### config.mk
export PLATFORM = sky130hd
export DESIGN_NAME = alu_result_stage
export DESIGN_NICKNAME = d
export VERILOG_FILES = /design/src/rtl/alu_result_stage.sv
export SDC_FILE = /design/constraint.sdc
export NUM_CORES = 1
export LEC_CHECK = 0
export BUFFER_PORTS_ARGS = -buffer_cell sky130_fd_sc_hd__buf_2
export CORE_MARGIN = 2
export CORE_UTILIZATION = 41
export DETAILED_ROUTE_END_ITERATION = 10
export GPL_TIMING_DRIVEN = 0
export PLACE_DENSITY = 0.65
export SYNTH_ARGS = -nofsm -noshare
export SYNTH_HDL_FRONTEND = slang
export SYNTH_SLANG_ARGS = --single-unit
### constraint.sdc
create_clock -name clk -period 3.5 [get_ports clk]
set_input_delay 0.175 -clock clk [delete_from_list [all_inputs] [get_ports clk]]
set_output_delay 0.175 -clock clk [all_outputs]
set_load 0.005 [all_outputs]
### src/rtl/alu_result_stage.sv
// ALU writeback/condition stage: flags register, branch condition evaluation and a 2-entry writeback skid FIFO.
// Optional macro ALU_RESULT_FLAG_BYPASS_EN forwards same-cycle aluFlags into the condition evaluation.
module alu_result_stage #(
    parameter int DATA_WIDTH     = 15,
    parameter int REG_DATA_WIDTH = 8,
    parameter int REG_ADDR_WIDTH = 3
) (
    input  logic                      clk,
    input  logic                      rst_n,
    input  logic                      inValid,
    output logic                      inReady,
    input  logic [DATA_WIDTH-1:0]     aluResult,
    input  logic [3:0]                aluFlags,
    input  logic                      writeReg,
    input  logic                      writeFlags,
    input  logic [REG_ADDR_WIDTH-1:0] rdAddr,
    output logic                      outValid,
    input  logic                      outReady,
    output logic [REG_DATA_WIDTH-1:0] outData,
    output logic [REG_ADDR_WIDTH-1:0] outRd,
    output logic [3:0]                flagsReg,
    input  logic [3:0]                condCode,
    output logic                      condTrue
);

    // Flag bit order: [3]=V [2]=C(borrow on SUB/CMP) [1]=N [0]=Z
    function automatic logic eval_cond(input logic [3:0] f, input logic [3:0] cc);
        logic z, n, c, v, r;
        z = f[0];
        n = f[1];
        c = f[2];
        v = f[3];
        case (cc)
            4'd0:    r = z;
            4'd1:    r = !z;
            4'd2:    r = c;
            4'd3:    r = !c;
            4'd4:    r = n;
            4'd5:    r = !n;
            4'd6:    r = v;
            4'd7:    r = !v;
            4'd8:    r = !c && !z;
            4'd9:    r = c || z;
            4'd10:   r = (n == v);
            4'd11:   r = (n != v);
            4'd12:   r = !z && (n == v);
            4'd13:   r = z || (n != v);
            4'd14:   r = 1'b1;
            default: r = 1'b0;
        endcase
        return r;
    endfunction

    logic [1:0]                count_q, count_d;
    logic                      wr_ptr_q, wr_ptr_d;
    logic                      rd_ptr_q, rd_ptr_d;
    logic [REG_DATA_WIDTH-1:0] data_q [2];
    logic [REG_ADDR_WIDTH-1:0] rd_q [2];
    logic [REG_DATA_WIDTH-1:0] last_data_q, last_data_d;
    logic [REG_ADDR_WIDTH-1:0] last_rd_q, last_rd_d;
    logic [3:0]                flags_q, flags_d;
    logic                      accept, push, pop;
    logic [3:0]                cond_flags;
    logic                      unused_hi;

    assign unused_hi = ^aluResult[DATA_WIDTH-1:REG_DATA_WIDTH];

    // Ready depends only on registered count, so there is no ready path from outReady.
    assign inReady  = (count_q != 2'd2);
    assign outValid = (count_q != 2'd0);
    assign accept   = inValid && inReady;
    assign push     = accept && writeReg;
    assign pop      = outValid && outReady;

    always_comb begin
        count_d     = count_q;
        wr_ptr_d    = wr_ptr_q ^ push;
        rd_ptr_d    = rd_ptr_q ^ pop;
        last_data_d = last_data_q;
        last_rd_d   = last_rd_q;
        flags_d     = flags_q;
        case ({push, pop})
            2'b10:   count_d = count_q + 2'd1;
            2'b01:   count_d = count_q - 2'd1;
            default: count_d = count_q;
        endcase
        if (pop) begin
            last_data_d = data_q[rd_ptr_q];
            last_rd_d   = rd_q[rd_ptr_q];
        end
        if (accept && writeFlags) begin
            flags_d = aluFlags;
        end
    end

    always_ff @(posedge clk or negedge rst_n) begin
        if (!rst_n) begin
            count_q     <= 2'd0;
            wr_ptr_q    <= 1'b0;
            rd_ptr_q    <= 1'b0;
            last_data_q <= '0;
            last_rd_q   <= '0;
            flags_q     <= 4'd0;
        end else begin
            count_q     <= count_d;
            wr_ptr_q    <= wr_ptr_d;
            rd_ptr_q    <= rd_ptr_d;
            last_data_q <= last_data_d;
            last_rd_q   <= last_rd_d;
            flags_q     <= flags_d;
        end
    end

    // Storage needs no reset: an entry is only visible while count covers it.
    always_ff @(posedge clk) begin
        if (push) begin
            data_q[wr_ptr_q] <= aluResult[REG_DATA_WIDTH-1:0];
            rd_q[wr_ptr_q]   <= rdAddr;
        end
    end

    // When empty, present the last popped entry (zero after reset).
    assign outData  = outValid ? data_q[rd_ptr_q] : last_data_q;
    assign outRd    = outValid ? rd_q[rd_ptr_q]   : last_rd_q;
    assign flagsReg = flags_q;

`ifdef ALU_RESULT_FLAG_BYPASS_EN
    assign cond_flags = (accept && writeFlags) ? aluFlags : flags_q;
`else
    assign cond_flags = flags_q;
`endif

    assign condTrue = eval_cond(cond_flags, condCode);

endmodule

# Word level (Yosys, flattened, before mapping)
# Memory sizes are Yosys's and may differ from the RTL's.
# Cells that the tools add are included.
[classes] n_addsub=2 mul=0 div=0 n_lt_le_gt_ge=0 eq_ne=19 shift=0 n_mux=6 bitwise=2 n_reduce_logical=15
[op_table] operator="== test 4 bit (second input constant)" count=7
[op_table] operator="== test 4 x 3 -> 1 bit (second input constant)" count=4
[op_table] operator="case mux 1 bit (15 select lines)" count=1
[op_table] operator="== test 4 x 2 -> 1 bit (second input constant)" count=2
[op_table] operator="2-to-1 mux 8 bit" count=1
[op_table] operator="logical AND 1 bit" count=6
[op_table] operator="== test 4 x 1 -> 1 bit (second input constant)" count=1
[op_table] operator="zero test 1 bit" count=4
[op_table] operator="zero test 4 bit" count=1
[op_table] operator="case mux 2 bit (2 select lines)" count=1
[op_table] operator="nonzero test 2 bit" count=2
[op_table] operator="2-to-1 mux 3 bit" count=1
[op_table] operator="adder 2 x 1 -> 2 bit (second input constant)" count=1
[op_table] operator="== test 2 x 1 -> 1 bit (second input constant)" count=1
[op_table] operator="== test 2 bit (second input constant)" count=1
[op_table] operator="logical OR 1 bit" count=2
[op_table] operator="2-to-1 mux 1 bit" count=2
[op_table] operator="inequality test 2 bit (second input constant)" count=1
[op_table] operator="subtractor 2 x 1 -> 2 bit (second input constant)" count=1
[op_table] operator="bitwise XOR 1 bit" count=2
[op_table] operator="== test 1 bit" count=1
[op_table] operator="inequality test 1 bit" count=1
[totals] reg_bits=19 latchBits=0 ram_bits=22 mem_bits_ro=0 input_bits=32 output_inout_bits=18 wordCells=52 n_memories=2
[mem_list] name="data_q" words=2 word_bits=8 read_ports=1 rd_clocked_by_memory_dff=0 wr=1 line="57" rtl="logic [REG_DATA_WIDTH-1:0] data_q [2];"
[mem_list] name="rd_q" words=2 word_bits=3 read_ports=1 rd_clocked_by_memory_dff=0 wr=1 line="58" rtl="logic [REG_ADDR_WIDTH-1:0] rd_q [2];"

# Logic depth before layout (Yosys ltp)
# Gate-level depths: netlist of run 1.
[logic_depth] word_depth=5 ltp_mapped=9 ltp_nobuf=7

# Worst setup path after synthesis of run 1
# No wires, ideal clock.
[synth_timing] path_kind="register to register" start="reg count_q[0]" end="reg count_q[1]" setup_ps=79 arrival_ps=1673 required_time_ps=3421 slack_ps=1748 stages_incl_launch_ff=9 path_buffers=2 cell_sequence="dfrtp_1 -> or2_1 -> buf_2 -> nand2_1 -> buf_2 -> inv_1 -> ha_1 -> nor2_1 -> xor2_1"
[synth_between] word_cells_on_any_way=11 cone_classes="add/sub (2); eq/ne (3); mux (1); reduce/logical (5)"
[synth_lines] item="from (decl)" line="54" rtl="logic [1:0] count_q, count_d;"
[synth_lines] item="from (signal assigned)" line="105" rtl="count_q <= count_d;"
[synth_lines] item="nonzero test 2 bit *" line="70" rtl="assign outValid = (count_q != 2'd0);"
[synth_lines] item="logical AND 1 bit *" line="73" rtl="assign pop = outValid && outReady;"
[synth_lines] item="net pop" line="62" rtl="logic accept, push, pop;"
[synth_lines] item="== test 2 x 1 -> 1 bit / == test 2 bit (equally long branches)" line="82" rtl="case ({push, pop})"
[synth_lines] item="case mux 2 bit (2 select lines) / nonzero test 2 bit (equally long branches)"
# The timed path passes the listed nets; every way through them passes the cells marked *.
# A chain may end at the register's enable or synchronous reset.

# Final worst setup path of run 1
# Same ends and word-level chain as after synthesis.

==> PnR_summary.wiki, run 1 <==
{| class="wikitable"
! Metric !! Value
|-
| Outcome || finished clean
|-
| Routed vias/inst || 5.032
|-
| Total leakage power || 0.0009851 uW
|-
| HP Class || input port to flip-flop
|-
| Core Area || 4294 um2
|-
| Maxcap violations || 0
|-
| Number of warning messages in the yosys log || 0
|-
| Core Rows || 24
|-
| Max-Slew Margin vs Limit || 0.6044
|-
| Routed length per placed instance || 14.14 um
|-
| Post-synthesis instance total || 148
|-
| Time the worst path needs with I/O delays and setup || 1980 ps
|-
| Diode insertion count for antenna repair || 0
|-
| Finish-stage setup viols || 0
|-
| Pin count of the biggest net entering global routing || 20
|-
| Worst-skew pair later-pin latency || 300 ps
|-
| DRT antenna net count || 0
|-
| Placer Congestion || 0.7734
|-
| Average cell area after synthesis || 12.25 um2
|-
| Die Y || 70.50 um
|-
| Critical path type || flip-flop to flip-flop
|-
| First-pass GRT wire length || 5.934 mm
|-
| # H-tree levels || 2
|-
| Pwr per Cell Area || 837.5 nW/um2
|-
| Die width || 70.50 um
|-
| First-iteration detailed-routing DRC count || 51
|-
| Die footprint || 4970 um2
|-
| DRT Wirelength || 3.522 mm
|-
| Slew Limit Fails || 0
|-
| Count of filler cells inserted in the layout || 376
|-
| RSZ-0062 raised after global routing || no
|-
| Max Freq || 0.5050 GHz
|-
| DRC errors left || 0
|-
| Number of hold-slack violations in the final timing report || 0
|-
| Total negative setup slack || 0 ps
|-
| Overflow left after global routing || 0
|-
| Area fraction in and, or, nand and nor cells after synthesis || 0.09179
|-
| Max IR drop VDD || 0.3465 mV
|-
| Clk sinks || 41
|-
| Effective utilization at floorplan || 0.4222
|-
| Clock transition at the registers of the reported paths || 80 ps
|-
| Largest family of logic cells by synthesized area || compound AO/OA/AOI/OAI gates
|-
| Via count of the first global-routing pass || 1251
|-
| Data arrival, critical path || 2190 ps
|-
| Antenna violations before repair || 0
|-
| Ys async rst share || 0.4634
|-
| Post-placement worst setup slack || 1523 ps
|-
| Critical path required time || 3710 ps
|-
| Post-synthesis compound-gate area fraction || 0.1001
|-
| Minimum setup slack in the final design || 1520 ps
|-
| Number of library cell types mapped by synthesis || 29
|-
| Proportion of synthesized area in mux cells || 0.09731
|-
| Layout Nets || 231
|-
| Number of cells upsized or downsized after cts || 0
|-
| CTS Buffer Depth || 2
|-
| Leading cell types in the layout, fill and taps excluded || 44 x buf_2, 22 x edfxtp_1, 19 x dfrtp_1
|-
| Share of layout cells above drive strength 1 || 0.3147
|-
| CP Capture Type || flip-flop
|-
| Total GRT Usage || 0.1592
|-
| Port Buffers || 40
|-
| Num ports || 50
|-
| Xor and xnor fraction of the mapped netlist area || 0.02899
|-
| Most common cell after layout, fill and taps aside || buf_2
|-
| Slew at the pin closest to its max-slew limit || 593.4 ps
|-
| Top FF cell, synth || edfxtp_1
|-
| Via count || 1253
|-
| Area overhead of the layout relative to synthesis || 22.77%
|-
| Number of nets produced by synthesis || 183
|-
| Final critical-path share of the clock period || 0.5658
|-
| Number of synthesized register bits || 41
|-
| Launching element type of the critical path || flip-flop
|-
| Final setup skew || 10.10 ps
|-
| Critical path peak fanout || 10
|-
| First-pass iteration count of the detailed router || 4
|-
| Netlist area before placement || 1813 um2
|-
| TritonCTS clock tree || done
|-
| # hold bufs at CTS || 1
|-
| Sequential share of the synthesized area || 0.6266
|-
| Hold slack || 61.44 ps
|-
| Number of enable flip-flop cells after synthesis || 22
|-
| Setup fix buffers added after clock tree synthesis || 0
|-
| Root buf cell || clkbuf_8
|-
| Adder and majority cell fraction of the synthesized area || 0.02070
|-
| Number of buffers added by the clock tree synthesis step || 5
|-
| Detailed Place HPWL || 2.591 mm
|}
worst paths after layout:
check                      depth (start not counted)              to  slack (ps)           start
max                                                8      count_q[1]        1520      count_q[0]
min reg2reg                                        2  last_data_q[6]         490  last_data_q[6]
max reg2reg                                        8      count_q[1]        1520      count_q[0]
max in group asynchronous                          2  last_data_q[6]        2850           rst_n
min in group asynchronous                          2    last_rd_q[0]         340           rst_n
min                                                1    data_q[0][1]          60    aluResult[1]
per-stage QoR:
stage	util	power [uW]	instances	cell area (um2)
floorplan	-	1166	148	1813
global placement	0.4840	1393	240	2078
detailed placement	0.4840	1431	240	2078
CTS	0.5184	1887	249	2226
global route	0.5184	2003	249	2226
finish	0.5184	1864	249	2226
cell usage after synthesis, drive strengths merged (4+ instances only):
cell type,n,share of area
buf,5,0.015
mux2,5,0.031
inv,6,0.012
a21oi,13,0.036
nand2,13,0.027
nor2,13,0.027
dfrtp,19,0.26
mux2i,12,0.066
o21ai,14,0.039
edfxtp,22,0.36
xnor2,4,0.019
critical path, cell delays in order (launching register included):
cell and delay (ps):
dfrtp_1 420, or2_1 240, buf_2 160, nand2_1 160, buf_2 260, inv_1 70
ha_1 320, nor2_1 130, xor2_1 150
cell families after synthesis:
logic type | count (synthesis)
simple gates | 35
buf+inv | 14
xor+xnor | 6
flops | 41
compound gates | 32
fa+ha+maj | 3
mux | 17
routing by layer:
| layer | wire (um) | part of all wire | GRT usage |
|---|---|---|---|
| met5 | 0 | 0 | 0 |
| met4 | 36 | 0.010 | 0.05769 |
| met3 | 146 | 0.041 | 0.05051 |
| met2 | 1838 | 0.52 | 0.2767 |
| met1 | 1502 | 0.43 | 0.1831 |
cell type report:
cell class                 count  area, um2  share of cell area
sequential                    41       1136              0.5104
multi-input combinational     93      614.3              0.2760
timing repair buffer          41      210.2             0.09444
clock buffer                   5      68.82             0.03092
clock inverter                 3      68.82             0.03092
tap                           52      65.06             0.02923
buffer                         8      40.04             0.01799
inverter                       6      22.52             0.01012
flip-flops by register name, summed over array words and instances, names as in the netlist:
register / cells
flagsReg: 4
wr_ptr_q: 1
last_rd_q: 3
rd_ptr_q: 1
data_q: 16
rd_q: 6
last_data_q: 8
count_q: 2
power by group:
part | leakage [uW] | internal (uW) | switching, uW | total (uW)
combinational | 0.000487 | 309 | 353 | 661
sequential | 0.000430 | 654 | 95.1 | 750
clock | 0.0000687 | 287 | 166 | 453
total | 0.000985 | 1250 | 614 | 1860
Power figures use the tool's default switching activity.
==> run 2, diff against run 1 <==
--- a/config.mk
+++ b/config.mk
@@ -10,7 +10,7 @@
 export CORE_UTILIZATION = 41
 export DETAILED_ROUTE_END_ITERATION = 10
 export GPL_TIMING_DRIVEN = 0
-export PLACE_DENSITY = 0.65
+export PLACE_DENSITY = 0.68
 export SYNTH_ARGS = -nofsm -noshare
 export SYNTH_HDL_FRONTEND = slang
 export SYNTH_SLANG_ARGS = --single-unit
==> constraint.sdc (replaced) <==
create_clock -name clk -period 1.7 [get_ports clk]
set_input_delay 0.085 -clock clk [delete_from_list [all_inputs] [get_ports clk]]
set_output_delay 0.085 -clock clk [all_outputs]
set_load 0.005 [all_outputs]
==> run 2 against run 1 <==
  * Critical endpoint is now condTrue
  * Flip-flop and latch count is the same
  * Sequential power grew 100%
  * Cell count grew 6.0%
  * Core utilization grew 3.6 points
  * Critical path type is now flip-flop to output port
  * Clock power grew 34%
  * The flow now finishes with violations (negative setup slack)
  * Worst hold slack lost 34 ps
==> PnR_summary.wiki, run 2 (synthesized netlist as in run 1, its figures left out) <==
{| class="wikitable"
! Metric !! Value
|-
| Total met2 wirelength after detailed routing || 1.788 mm
|-
| DRT antenna net count || 0
|-
| Pwr per Cell Area || 1571 nW/um2
|-
| TritonCTS clock tree || done
|-
| Via count of the first global-routing pass || 1382
|-
| Failing checks || negative setup slack
|-
| Critical path type || flip-flop to output port
|-
| Routed vias/inst || 4.951
|-
| Met1 wire length || 1.530 mm
|-
| Post-placement worst setup slack || -121.5 ps
|-
| Slowest cell on crit path || or4bb_1
|-
| Biggest register || data_q
|-
| Critical path peak fanout || 4
|-
| Effective utilization at floorplan || 0.4222
|-
| Outcome || complete, but fails checks
|-
| Final critical-path share of the clock period || 1.017
|-
| Total leakage power || 0.001044 uW
|-
| First-iteration detailed-routing DRC count || 94
|-
| Launching element type of the critical path || flip-flop
|-
| Registers with the most flip-flops || data_q (16), last_data_q (8), rd_q (6)
|-
| Most common cell after layout, fill and taps aside || buf_2
|-
| Number of hold-slack violations in the final timing report || 0
|-
| CTS Buffer Depth || 2
|-
| Register-to-Register Setup Slack || 110 ps
|-
| Root buf cell || clkbuf_8
|-
| Overflow left after global routing || 0
|-
| Antenna violations before repair || 0
|-
| Pin count of the biggest net entering global routing || 20
|-
| Die Y || 70.50 um
|-
| Core Rows || 24
|-
| Num ports || 50
|-
| Routed length per placed instance || 13.32 um
|-
| Max Freq || 0.5783 GHz
|-
| Clk sinks || 41
|-
| Area overhead of the layout relative to synthesis || 31.40%
|-
| Die footprint || 4970 um2
|-
| Total GRT Usage || 0.1577
|-
| Detailed Place HPWL || 2.381 mm
|-
| Placer Congestion || 0.8182
|-
| Origin of the critical flop-to-flop path || count_q[0]
|-
| Max-Slew Margin vs Limit || 0.7001
|-
| Slew Limit Fails || 0
|-
| First-pass iteration count of the detailed router || 4
|-
| RSZ-0062 raised after global routing || yes
|-
| Core Area || 4294 um2
|-
| Worst Setup SP || flagsReg[1]
|-
| Minimum setup slack in the final design || -29.14 ps
|-
| Clock transition at the registers of the reported paths || 80 ps
|-
| CP Capture Type || output port
|-
| Count of filler cells inserted in the layout || 373
|-
| Critical path required time || 1620 ps
|-
| Leading cell types in the layout, fill and taps excluded || 41 x buf_2, 22 x edfxtp_1, 18 x dfrtp_1
|-
| Flip-flop count of the largest register, all copies and words added || 16
|-
| Crit path largest cell delay || 480 ps
|-
| Port Buffers || 40
|-
| Slew at the pin closest to its max-slew limit || 449.9 ps
|-
| Worst-skew pair later-pin latency || 290 ps
|-
| Max IR drop VDD || 1.040 mV
|-
| Via count || 1307
|-
| Hold slack || 27.52 ps
|-
| Diode insertion count for antenna repair || 0
|-
| Number of buffer and inverter instances along the worst setup path || 1
|-
| Finish-stage setup viols || 1
|-
| HP Class || input port to flip-flop
|-
| Maxcap violations || 0
|-
| Final setup skew || 5.319 ps
|-
| DRT Wirelength || 3.516 mm
|-
| Number of buffers added by the clock tree synthesis step || 5
|-
| Share of layout cells above drive strength 1 || 0.3679
|-
| Layout Nets || 246
|-
| Ordered cell list for the critical path || or4bb_1 > o211ai_1 > a22oi_1 > o311ai_1 > buf_2
|-
| Met3 routed wirelength || 157 um
|-
| First-pass GRT wire length || 6.134 mm
|-
| Time the worst path needs with I/O delays and setup || 1729 ps
|-
| Crit-path leading delay family || simple AND/OR/NAND/NOR gates
|-
| Data arrival, critical path || 1640 ps
|-
| Die width || 70.50 um
|-
| Max layer used || met4
|-
| # H-tree levels || 2
|-
| Critical hold path startpoint || aluFlags[1]
|-
| DRC errors left || 0
|}
==> run 2: worst paths after layout <==
kind | end | cells past startpoint
worst max-delay path | condTrue | 5
worst min-delay path | flagsReg[1] | 2
worst max register to register | count_q[1] | 8
worst min register to register | last_data_q[6] | 2
max in group asynchronous | flagsReg[1] | 2
min in group asynchronous | last_data_q[3] | 2
==> run 2: power by group <==
group / internal (uW) / switching [uW] / total [uW]
clock: 283 / 325 / 609
sequential: 1350 / 181 / 1530
combinational: 808 / 797 / 1600
total: 2440 / 1300 / 3740
==> run 2: stage by stage <==
stage                 util  power, uW  setup TNS (ps)  area [um2]  cells
global route        0.5548       4045          -155.2        2382    264
detailed placement  0.4860       2941          -133.6        2087    240
floorplan                -       2415               0        1822    148
global placement    0.4860       2911          -121.1        2087    240
CTS                 0.5478       3703          -50.83        2352    265
finish              0.5548       3743          -29.14        2382    264
==> run 2: final cells by class <==
cell class,count,area [um2],share of cell area
multi-input combinational,93,654.4,0.2747
sequential,41,1137,0.4774
clock inverter,3,17.52,0.007353
tap,52,65.06,0.02731
inverter,6,22.52,0.009454
clock buffer,5,68.82,0.02889
timing repair buffer,57,357.8,0.1502
buffer,7,58.81,0.02468
==> run 2: timing repair <==
action,in CTS,in global routing
cloned,0,0
endpoints found under the hold margin,41,0
hold buffers,12,0
setup buffers,5,0
pin swaps,2,0
gates resized for setup,6,15
setup endpoints to repair,15,35
==> run 2: per-layer routing <==
layer | up-vias | GRT usage
met5 | - | 0
met4 | 0 | 0.04487
met3 | 6 | 0.03896
met2 | 27 | 0.2694
met1 | 629 | 0.1987
li1 | 645 | -
==> run 3, diff against run 2 <==
--- a/config.mk
+++ b/config.mk
@@ -11,6 +11,7 @@
 export DETAILED_ROUTE_END_ITERATION = 10
 export GPL_TIMING_DRIVEN = 0
 export PLACE_DENSITY = 0.68
+export REMOVE_ABC_BUFFERS = 1
 export SYNTH_ARGS = -nofsm -noshare
 export SYNTH_HDL_FRONTEND = slang
 export SYNTH_SLANG_ARGS = --single-unit
==> run 3 against run 2 <==
  * The run still ends with negative setup slack left
  * Wire length grew 7.5%
  * Non-clock buffer count shrank 5
  * Fmax fell by 3.9%
  * Combinational power shrank 7%
  * Critical path depth unchanged
  * Largest power group is now registers
==> PnR_summary.wiki, run 3 (synthesized netlist as in run 1, its figures left out) <==
{| class="wikitable"
! Metric !! Value
|-
| Register-to-Register Setup Slack || 80 ps
|-
| RSZ-0062 raised after global routing || yes
|-
| Minimum setup slack in the final design || -100.2 ps
|-
| Slew at the pin closest to its max-slew limit || 438.2 ps
|-
| Slew Limit Fails || 0
|-
| Via count || 1337
|-
| Launching element type of the critical path || flip-flop
|-
| First-pass iteration count of the detailed router || 4
|-
| Worst Hold Path EP || flagsReg[3]
|-
| DRT antenna net count || 0
|-
| Detailed Place HPWL || 2.410 mm
|-
| Critical hold path startpoint || aluFlags[3]
|-
| Critical path peak fanout || 4
|-
| Registers with the most flip-flops || data_q (16), last_data_q (8), rd_q (6)
|-
| Routed length per placed instance || 14.49 um
|-
| Internal power of the cells || 2387 uW
|-
| Overflow left after global routing || 0
|-
| Share of layout cells above drive strength 1 || 0.3493
|-
| Worst-skew pair later-pin latency || 280 ps
|-
| Max IR drop VDD || 0.9834 mV
|-
| Origin of the critical flop-to-flop path || count_q[0]
|-
| Leading cell types in the layout, fill and taps excluded || 42 x buf_2, 22 x edfxtp_1, 16 x dfrtp_1
|-
| Placer Congestion || 0.8397
|-
| Data arrival, critical path || 1720 ps
|-
| DRT Wirelength || 3.781 mm
|-
| Number of hold-slack violations in the final timing report || 0
|-
| Slowest cell on crit path || dfrtp_2
|-
| Net switching share of the total power || 0.3557
|-
| Core Area || 4294 um2
|-
| Depth of the most critical reg-to-reg path || 6
|-
| Crit path largest cell delay || 450 ps
|-
| Pwr per Cell Area || 1578 nW/um2
|-
| Power share of the combinational group || 0.402
|-
| Worst hold stages || 2
|-
| Switch Pwr || 1318 uW
|-
| Total negative setup slack || -100.2 ps
|-
| Final critical-path share of the clock period || 1.059
|-
| CTS Buffer Depth || 2
|-
| # H-tree levels || 2
|-
| Endpoint of the most critical register-to-register path || count_q[1]
|-
| DRC errors left || 0
|-
| Core Rows || 24
|-
| Critical path required time || 1620 ps
|-
| Port Buffers || 42
|-
| Ordered cell list for the critical path || xor2_2 > a311oi_2 > xnor2_1 > o311ai_1 > buf_2
|-
| Flip-flop count of the largest register, all copies and words added || 16
|-
| Routed vias/inst || 5.123
|-
| Sequential group share of total power || 0.435
|-
| Share of total power in the clock network || 0.162
|-
| Time the worst path needs with I/O delays and setup || 1800 ps
|-
| Die Y || 70.50 um
|-
| HP Class || input port to flip-flop
|-
| Final setup skew || 2.798 ps
|-
| Layout Nets || 243
|-
| Num ports || 50
|-
| Clk sinks || 41
|-
| Root buf cell || clkbuf_8
|-
| Die footprint || 4970 um2
|-
| Area overhead of the layout relative to synthesis || 29.54%
|-
| Max Freq || 0.5555 GHz
|-
| Die width || 70.50 um
|-
| TritonCTS clock tree || done
|-
| Clock transition at the registers of the reported paths || 70 ps
|-
| Total GRT Usage || 0.1491
|-
| Pin count of the biggest net entering global routing || 25
|-
| CP Capture Type || output port
|-
| Effective utilization at floorplan || 0.4222
|-
| Failing checks || negative setup slack
|-
| Max-Slew Margin vs Limit || 0.7079
|-
| Outcome || complete, but fails checks
|-
| Post-placement worst setup slack || -812.2 ps
|-
| Via count of the first global-routing pass || 1349
|-
| Biggest register || data_q
|-
| Critical path type || flip-flop to output port
|-
| First-pass GRT wire length || 5.782 mm
|-
| Antenna violations before repair || 0
|-
| First-iteration detailed-routing DRC count || 32
|-
| Number of buffers added by the clock tree synthesis step || 5
|-
| Finish-stage setup viols || 1
|-
| Total leakage power || 0.001021 uW
|-
| Maxcap violations || 0
|-
| Diode insertion count for antenna repair || 0
|-
| Most common cell after layout, fill and taps aside || buf_2
|}
run 3: cell types whose count changed in the layout (fill, tap and decap cells not counted), sizes merged:
cell / previous run / this run
buf: 50 / 47
clkbuf: 7 / 5
clkinv: 3 / 2
clkinvlp: 0 / 1
nand2: 13 / 14
or2: 1 / 2
run 3: worst max-delay path, delay by kind of cell, from the launching register on:
| kind | cells | cell delay, ps |
|---|---|---|
| AO/OA/AOI/OAI | 2 | 530 |
| flip-flops | 1 | 450 |
| XOR/XNOR | 2 | 290 |
| buffers and inverters | 1 | 160 |
run 3: cell type report:
class	instances	area [um2]
well taps	52	65.06
clock inverters	3	17.52
flip-flops and latches	41	1140
inverters	6	22.52
fillers	367	1946
repair buffers	59	371.6
multi-input cells	95	663.1
clock buffers	5	68.82
run 3: worst max-delay path by stage:
stage	end	cells after the start	start	slack, ps
floorplan	count_q[1]	6	count_q[0]	-370
global placement	count_q[1]	6	count_q[0]	-720
detailed placement	count_q[1]	6	count_q[0]	-810
CTS	condTrue	5	flagsReg[1]	-140
global route	condTrue	5	flagsReg[1]	-220
finish	condTrue	5	flagsReg[1]	-100
run 3: power by group through the flow:
stage | sequential (uW) | clock [uW] | combinational (uW)
floorplan | 1550 | 0 | 794
global placement | 1590 | 0 | 1200
CTS | 1590 | 620 | 1400
detailed placement | 1610 | 0 | 1250
global route | 1660 | 664 | 1650
finish | 1610 | 602 | 1490
run 3: timing repair:
action                                  4_1_cts  5_1_grt
pin swaps                                     3        2
endpoints found under the hold margin        41        0
gates resized for setup                       7        5
setup buffers                                 4        1
hold buffers                                 12        0
endpoints found under the setup margin       26       24
gates cloned                                  0        2
run 3: metal layers:
metal  wire length [um]  GRT usage  up-vias
met5                  0          0        -
met4                 87    0.07906        0
met3                193    0.03463        9
met2               2022     0.2694       49
met1               1478     0.1592      636
li1                   -          -      643
run 3: through the flow:
step                hold WS [ps]  instance area (um2)  total power [uW]  utilization  instances
floorplan                 -210.6                 1773              2348            -        140
global placement           43.80                 2048              2791       0.4770        234
detailed placement         47.87                 2048              2865       0.4770        234
CTS                        23.14                 2312              3616       0.5385        258
global route               18.18                 2349              3973       0.5469        261
finish                     28.55                 2349              3706       0.5469        261
